[src/rtl/gpr_file_2r1w.sv]
// gpr_file_2r1w
//   General-purpose register file: two registered read ports, one write
//   port, write-first bypass, optional hardwired zero register and a
//   per-register busy scoreboard for in-flight producers.
//
// Ports
//   clock, reset                 rising-edge clock, async active-high reset
//   read_enable_x/read_address_x capture port x (x = a, b) on this edge
//   read_data_x/read_busy_x      registered data / busy for port x
//   write_enable/write_address/write_data   write port
//   reserve_enable/reserve_address          mark a register busy
//   busy_mask                    current busy bit per register
module gpr_file_2r1w #(
  parameter int unsigned DATA_WIDTH = 8,
  parameter int unsigned ADDR_WIDTH = 2,
  parameter int unsigned ZERO_REG   = 0
) (
  input  logic                      clock,
  input  logic                      reset,
  input  logic                      read_enable_a,
  input  logic [ADDR_WIDTH-1:0]     read_address_a,
  output logic [DATA_WIDTH-1:0]     read_data_a,
  output logic                      read_busy_a,
  input  logic                      read_enable_b,
  input  logic [ADDR_WIDTH-1:0]     read_address_b,
  output logic [DATA_WIDTH-1:0]     read_data_b,
  output logic                      read_busy_b,
  input  logic                      write_enable,
  input  logic [ADDR_WIDTH-1:0]     write_address,
  input  logic [DATA_WIDTH-1:0]     write_data,
  input  logic                      reserve_enable,
  input  logic [ADDR_WIDTH-1:0]     reserve_address,
  output logic [2**ADDR_WIDTH-1:0]  busy_mask
);

  localparam int unsigned DEPTH = 2**ADDR_WIDTH;
  localparam bit          HAS_ZERO = (ZERO_REG != 0);

  logic [DATA_WIDTH-1:0] regs [DEPTH];
  logic [DEPTH-1:0]      busy;
  logic [DEPTH-1:0]      busy_next;
  logic                  write_ok;
  logic                  reserve_ok;
  logic [DATA_WIDTH-1:0] read_value_a;
  logic [DATA_WIDTH-1:0] read_value_b;

  // Writes/reserves aimed at a hardwired zero register are dropped here so
  // that neither storage, scoreboard nor bypass ever sees them.
  always_comb begin
    write_ok   = write_enable;
    reserve_ok = reserve_enable;
    if (HAS_ZERO && (write_address == '0))
      write_ok = 1'b0;
    if (HAS_ZERO && (reserve_address == '0))
      reserve_ok = 1'b0;
  end

  // Clear then set: a same-edge reserve beats the retiring write.
  always_comb begin
    busy_next = busy;
    if (write_ok)
      busy_next[write_address] = 1'b0;
    if (reserve_ok)
      busy_next[reserve_address] = 1'b1;
  end

  always_comb begin
    read_value_a = regs[read_address_a];
    if (write_ok && (write_address == read_address_a))
      read_value_a = write_data;
    if (HAS_ZERO && (read_address_a == '0))
      read_value_a = '0;
  end

  always_comb begin
    read_value_b = regs[read_address_b];
    if (write_ok && (write_address == read_address_b))
      read_value_b = write_data;
    if (HAS_ZERO && (read_address_b == '0))
      read_value_b = '0;
  end

  always_ff @(posedge clock or posedge reset) begin
    if (reset) begin
      for (int unsigned i = 0; i < DEPTH; i++)
        regs[i] <= '0;
      busy <= '0;
    end else begin
      if (write_ok)
        regs[write_address] <= write_data;
      busy <= busy_next;
    end
  end

  always_ff @(posedge clock or posedge reset) begin
    if (reset) begin
      read_data_a <= '0;
      read_busy_a <= 1'b0;
    end else if (read_enable_a) begin
      read_data_a <= read_value_a;
      read_busy_a <= busy_next[read_address_a];
    end
  end

  always_ff @(posedge clock or posedge reset) begin
    if (reset) begin
      read_data_b <= '0;
      read_busy_b <= 1'b0;
    end else if (read_enable_b) begin
      read_data_b <= read_value_b;
      read_busy_b <= busy_next[read_address_b];
    end
  end

  assign busy_mask = busy;

endmodule

[config.mk]
export PLATFORM = sky130hd
export DESIGN_NAME = gpr_file_2r1w
export DESIGN_NICKNAME = d
export VERILOG_FILES = /design/src/rtl/gpr_file_2r1w.sv
export SDC_FILE = /design/constraint.sdc
export NUM_CORES = 1
export LEC_CHECK = 0
export CORE_MARGIN = 4
export CORE_UTILIZATION = 58
export DETAILED_ROUTE_END_ITERATION = 12
export PLACE_DENSITY = 0.85
export SYNTH_ARGS = -nofsm -noshare
export SYNTH_HDL_FRONTEND = slang
export SYNTH_SLANG_ARGS = --single-unit
[constraint.sdc]
create_clock -name clock -period 3.6 [get_ports clock]
set_clock_uncertainty 0.2 [all_clocks]
set_input_delay 0.36 -clock clock [delete_from_list [all_inputs] [get_ports clock]]
set_output_delay 0.36 -clock clock [all_outputs]
set_load 0.03 [all_outputs]
[After elaboration in Yosys (flattened, before gate mapping)]
Index checks and enable logic that the tools add are counted.
Storage, ports and cells
  register bits after elaboration: 54
  input port bits: 22
  output and inout bits: 22
  word-level logic and storage cells: 53
Cells by class
  magnitude comparators: 10
  eq/ne operators: 2
  muxes and demuxes: 21
  bitwise operators: 6
  reduce and logical (&&, ||, !) cells: 5
Operators by type and width (number)
  two-way mux 8 bit: 7
  binary-select mux 8 bit (select 2 bit): 2
  bitwise mux 32 bit: 1
  demux 8 bit (select 2 bit): 1
  < comparator 2 x 3 -> 1 bit, second input constant: 4
  greater-or-equal comparator 3 bit, second input constant: 3
  NOT 2 -> 3 bit: 3
  two-way mux 4 bit: 2
  logical AND 1 bit: 5
  AND 4 bit: 1
  binary-select mux 1 bit (select 2 bit): 2
  demux 1 bit (select 2 bit): 2
  == test 2 bit: 2
  greater-or-equal comparator 2 x 1 -> 1 bit, second input constant: 2
  two-way mux 1 bit: 4
  NOT 4 bit: 1
  bitwise OR 4 bit: 1
  < comparator 3 x 1 -> 1 bit, second input constant: 1

[Depth between registers and ports, before layout]
  word-level depth: 11
  mapped depth: 6
  depth with buffers taken out: 4

[Worst setup path after synthesis]
Ideal clock, no wire load.
  kind: in2reg
  start point: input write_address[0]
  end point: register read_data_a[0]
  setup time: 0.126 ns
  arrival: 1.402 ns
  data required time: 3.274 ns
  setup slack: 1.872 ns
  cell stages on the path: 5
  path buffers: 1
  cells stage by stage: buf_2 -> xor2_1 -> o31ai_4 -> nor2b_1 -> a221o_1
On the way
  longest elaborated chain between the ends: 3
RTL lines
  start, declared: line 29  | input logic [ADDR_WIDTH-1:0] write_address,
  == test 2 bit: line 69  | if (write_ok && (write_address == read_address_a))
  logical AND 1 bit: line 69
  two-way mux 8 bit: line 69
  end signal, assigned: line 100  | read_data_a <= read_value_a;
  end, declared: line 22  | output logic [DATA_WIDTH-1:0] read_data_a,
No other way between the ends.
A chain may end at the register's enable or synchronous reset.

[Worst setup path after layout]
  start point: input read_address_a[0]
  end point: register read_data_a[7]
On the way
  longest elaborated chain between the ends: 5
  elaborated cells on any way between the ends: 7
  classes of those cells: eq/ne: 1; mux: 4; bitwise: 1; reduce/logical: 1
RTL lines
  start, declared: line 21  | input logic [ADDR_WIDTH-1:0] read_address_a,
  NOT 2 -> 3 bit (not written as such): line 68  | read_value_a = regs[read_address_a];
  binary-select mux 8 bit (select 2 bit): line 68
  two-way mux 8 bit (not written as such) (2 in series): line 68
  two-way mux 8 bit (*): line 69
Every way passes the cells marked *; elsewhere a longest branch is shown, timed or not. The select of a mux whose other input is x is not followed.

==> flow_metrics.py <==
metrics = {
    "critical_path": {
        "required_ns": 3.60,
        "crit_arrival_ns": 2.50,
        "r2r_slack_ns": 1.96,
        "start_kind": "input pin",
        "r2r_end": "read_data_b[0]$_DFFE_PP0P_",
        "endpoint_kind": "flop",
        "crit_path_max_fanout": 13,
        "path_class": "in2reg",
        "rr_worst_depth": 3,
        "r2r_start": "regs[8]$_DFFE_PP0P_",
    },
    "cells_and_area": {
        "drive_above_1_share_pct": 20.88,
        "antenna_cells": 0,
        "syn_to_final_growth_pct": 20.47,
        "nets": 270,
    },
    "die": {
        "io_pins": 44,
        "core_um2": 4504,
        "start_util_pct": 61.75,
        "die_w_um": 77.25,
        "die_height_um": 77.25,
        "die_area_um2": 5968,
        "rows": 24,
    },
    "power_and_ir_drop": {
        "switchingPower_mw": 0.5407,
        "pwr-share-comb_pct": 29.2,
        "seqPwrFrac_pct": 44.1,
        "switching_share_pct": 29.78,
        "power_density_nw_per_um2": 541.8,
        "p_int_mw": 1.275,
        "p_clk_share_pct": 26.7,
        "ir_worst_vdd_mv": 0.3744,
        "power_mw": 1.815,
        "p_leak_nw": 1.417,
    },
    "yosys": {
        "yosysTopAreaCellShare_pct": 48.58,
        "syn_area_um2": 2781,
        "synth_edf_count": 0,
        "ys.warnings.count": 0,
        "async_flop_share_pct": 100.0,
        "avgSynthCellArea_um2": 13.57,
        "synth_ff_type": "dfrtp_1",
        "post-synth-top-area-cell": "dfrtp_1",
        "ys_ff_latch": 54,
        "yosys.cell_count.top_type": "dfrtp_1",
        "synthTopCellsByArea": "dfrtp_1 (49%), mux2_2 (9.7%), mux4_2 (8.1%)",
        "yosys-top-cells-count": "dfrtp_1 (54), nand2_1 (28), mux2_2 (24)",
        "ys_seq_area_share_pct": 48.58,
        "yosysUniqueCellTypes": 27,
        "synth_fp_nets": 227,
        "syn_inst": 205,
    },
    "global_routing": {
        "overflow": 0,
        "antenna_found_initial": 0,
        "grt_pass1_wl_um": 10160,
        "grt_pass1_vias": 1974,
        "grt_start_max_net_pins": 55,
        "grt_usage_pct": 22.14,
    },
    "sta": {
        "final_max_slew_viol_count": 0,
        "max_clock_freq_ghz": 0.3996,
        "hold_viol": 0,
        "post-route-period-util_pct": 69.51,
        "tightest_slew_ns": 1.098,
        "period_minus_slack_ns": 2.502,
        "slew_headroom_pct": 26.67,
        "grt_setup_unrepaired": "false",
        "fin_setup_tns_ns": 0,
        "setup_viol": 0,
    },
    "hold_path": {
        "min_to": "regs[15]$_DFFE_PP0P_",
        "min_path_type": "reg2reg",
        "min_delay_path_depth": 2,
        "holdCritStartpoint": "regs[15]$_DFFE_PP0P_",
    },
    "route": {
        "dr.max_layer_used": "met4",
        "wirelength_um": 6354,
        "dr_wl_met3_um": 407,
        "antenna_left": 0,
        "drt-pass1-iter-count": 4,
        "wl_met1_um": 2565,
        "drc": 0,
        "met2WireLength_um": 3248,
        "drt_iter0_markers": 167,
        "via_per_inst": 6.611,
        "wl_per_cell_um": 21.11,
        "vias": 1990,
    },
    "clocking": {
        "cts_max_path_buffers": 2,
        "cts_max_level": 2,
        "cts_sinks": 54,
        "cts-root-buf": "clkbuf_8",
        "postCtsSetupBuffers": 0,
        "clk_pin_slew_ns": 0.09,
        "cts-buffers-inserted": 5,
        "cts_tree": "built",
        "postCtsResizedCells": 0,
        "clock_latency_ns": 0.32,
        "cts-hold-fix-buffers": 0,
    },
    "job": {
        "max_cap_viol_count": 0,
    },
    "status": {
        "status": "complete, no violations",
    },
    "placed_design": {
        "io_buffers": 43,
        "hpwl_um": 4329,
        "routabilityCongestion": 0.8124,
    },
}
-- flip-flops by register name, indices dropped and copies added, names as in the netlist --
register,count
read_busy_a,1
read_data_b,8
read_data_a,8
regs,32
read_busy_b,1
busy_mask,4
-- cell type report --
cell class	instances	area [um^2]
Multi-Input combinational cell	132	1318
Sequential cell	54	1351
Clock buffer	5	68.82
Clock inverter	3	68.82
Inverter	11	41.29
Timing Repair Buffer	44	437.9
Fill cell	300	1154
Tap cell	52	65.06
-- placed cells by master (no fill, tap or decap) --
cell type,instances
nor3b_4,1
a221o_1,16
nand3b_1,2
o211ai_1,4
o31ai_4,2
a21oi_1,2
and3b_1,1
nand2_1,28
dfrtp_1,54
nand3_1,2
mux2_2,24
and3_1,1
o32ai_1,3
mux4_2,10
clkdlybuf4s50_1,43
inv_1,8
mux4_1,6
o21ai_0,2
nor3_1,2
bufinv_16,2
a32o_1,1
inv_2,3
clkbuf_8,5
buf_4,1
nor4_4,2
xor2_1,4
nor2b_1,16
nand3b_2,1
clkinv_4,1
nor4_1,2
-- worst max path at each step --
stage                       from                    endpoint  cells after the start  slack (ns)
2_1_floorplan              reset      busy_mask[0]$_DFF_PP0_                      1        1.73
3_3_place_gp   read_address_a[0]  read_data_a[7]$_DFFE_PP0P_                      5        0.83
3_5_place_dp   read_address_a[0]  read_data_a[1]$_DFFE_PP0P_                      5        0.80
4_1_cts        read_address_a[0]  read_data_a[7]$_DFFE_PP0P_                      5        1.11
5_1_grt        read_address_a[0]  read_data_a[2]$_DFFE_PP0P_                      5        0.97
6_report       read_address_a[0]  read_data_a[7]$_DFFE_PP0P_                      5        1.10
-- cells by family after synthesis --
| logic type | after synthesis | synth area share (%) |
|---|---|---|
| flip-flops | 54 | 48.58 |
| AND/OR/NAND/NOR | 58 | 12.24 |
| XOR/XNOR | 4 | 1.259 |
| multiplexers | 40 | 23.48 |
| buffers and inverters | 19 | 4.048 |
| AO/OA/AOI/OAI | 30 | 10.39 |
-- metrics by stage --
stage	setup WS, ns	instances	utilization (%)	area [um^2]	hold WS, ns
after detailed placement	0.7998	293	71.33	3213	0.2882
final	1.098	301	74.39	3351	0.3072
after global placement	0.8277	293	71.33	3213	0.2707
after floorplan	1.725	205	-	2781	0.2509
after global routing	0.9709	301	74.39	3351	0.3349
after CTS	1.112	301	74.39	3351	0.3130
-- per-layer routing --
metal,vias to the layer above,track usage [%]
met5,-,0
met4,0,8.541
met3,14,4.450
met2,94,38.08
met1,1016,27.44
li1,866,-
-- power by group through the flow --
| stage | clock network [mW] | logic (mW) | registers, mW |
|---|---|---|---|
| final | 0.486 | 0.530 | 0.800 |
| after global routing | 0.514 | 0.562 | 0.812 |
| after CTS | 0.487 | 0.534 | 0.798 |
| after detailed placement | 0 | 0.532 | 0.810 |
| after global placement | 0 | 0.517 | 0.804 |
| after floorplan | 0 | 0.251 | 0.892 |
-- worst max-delay path, stage by stage --
cell and delay (ns):
clkdlybuf4s50_1 0.92, xor2_1 0.29, o31ai_4 0.54, nor2b_1 0.10, a221o_1 0.27
(Power assumes the default switching activity.)
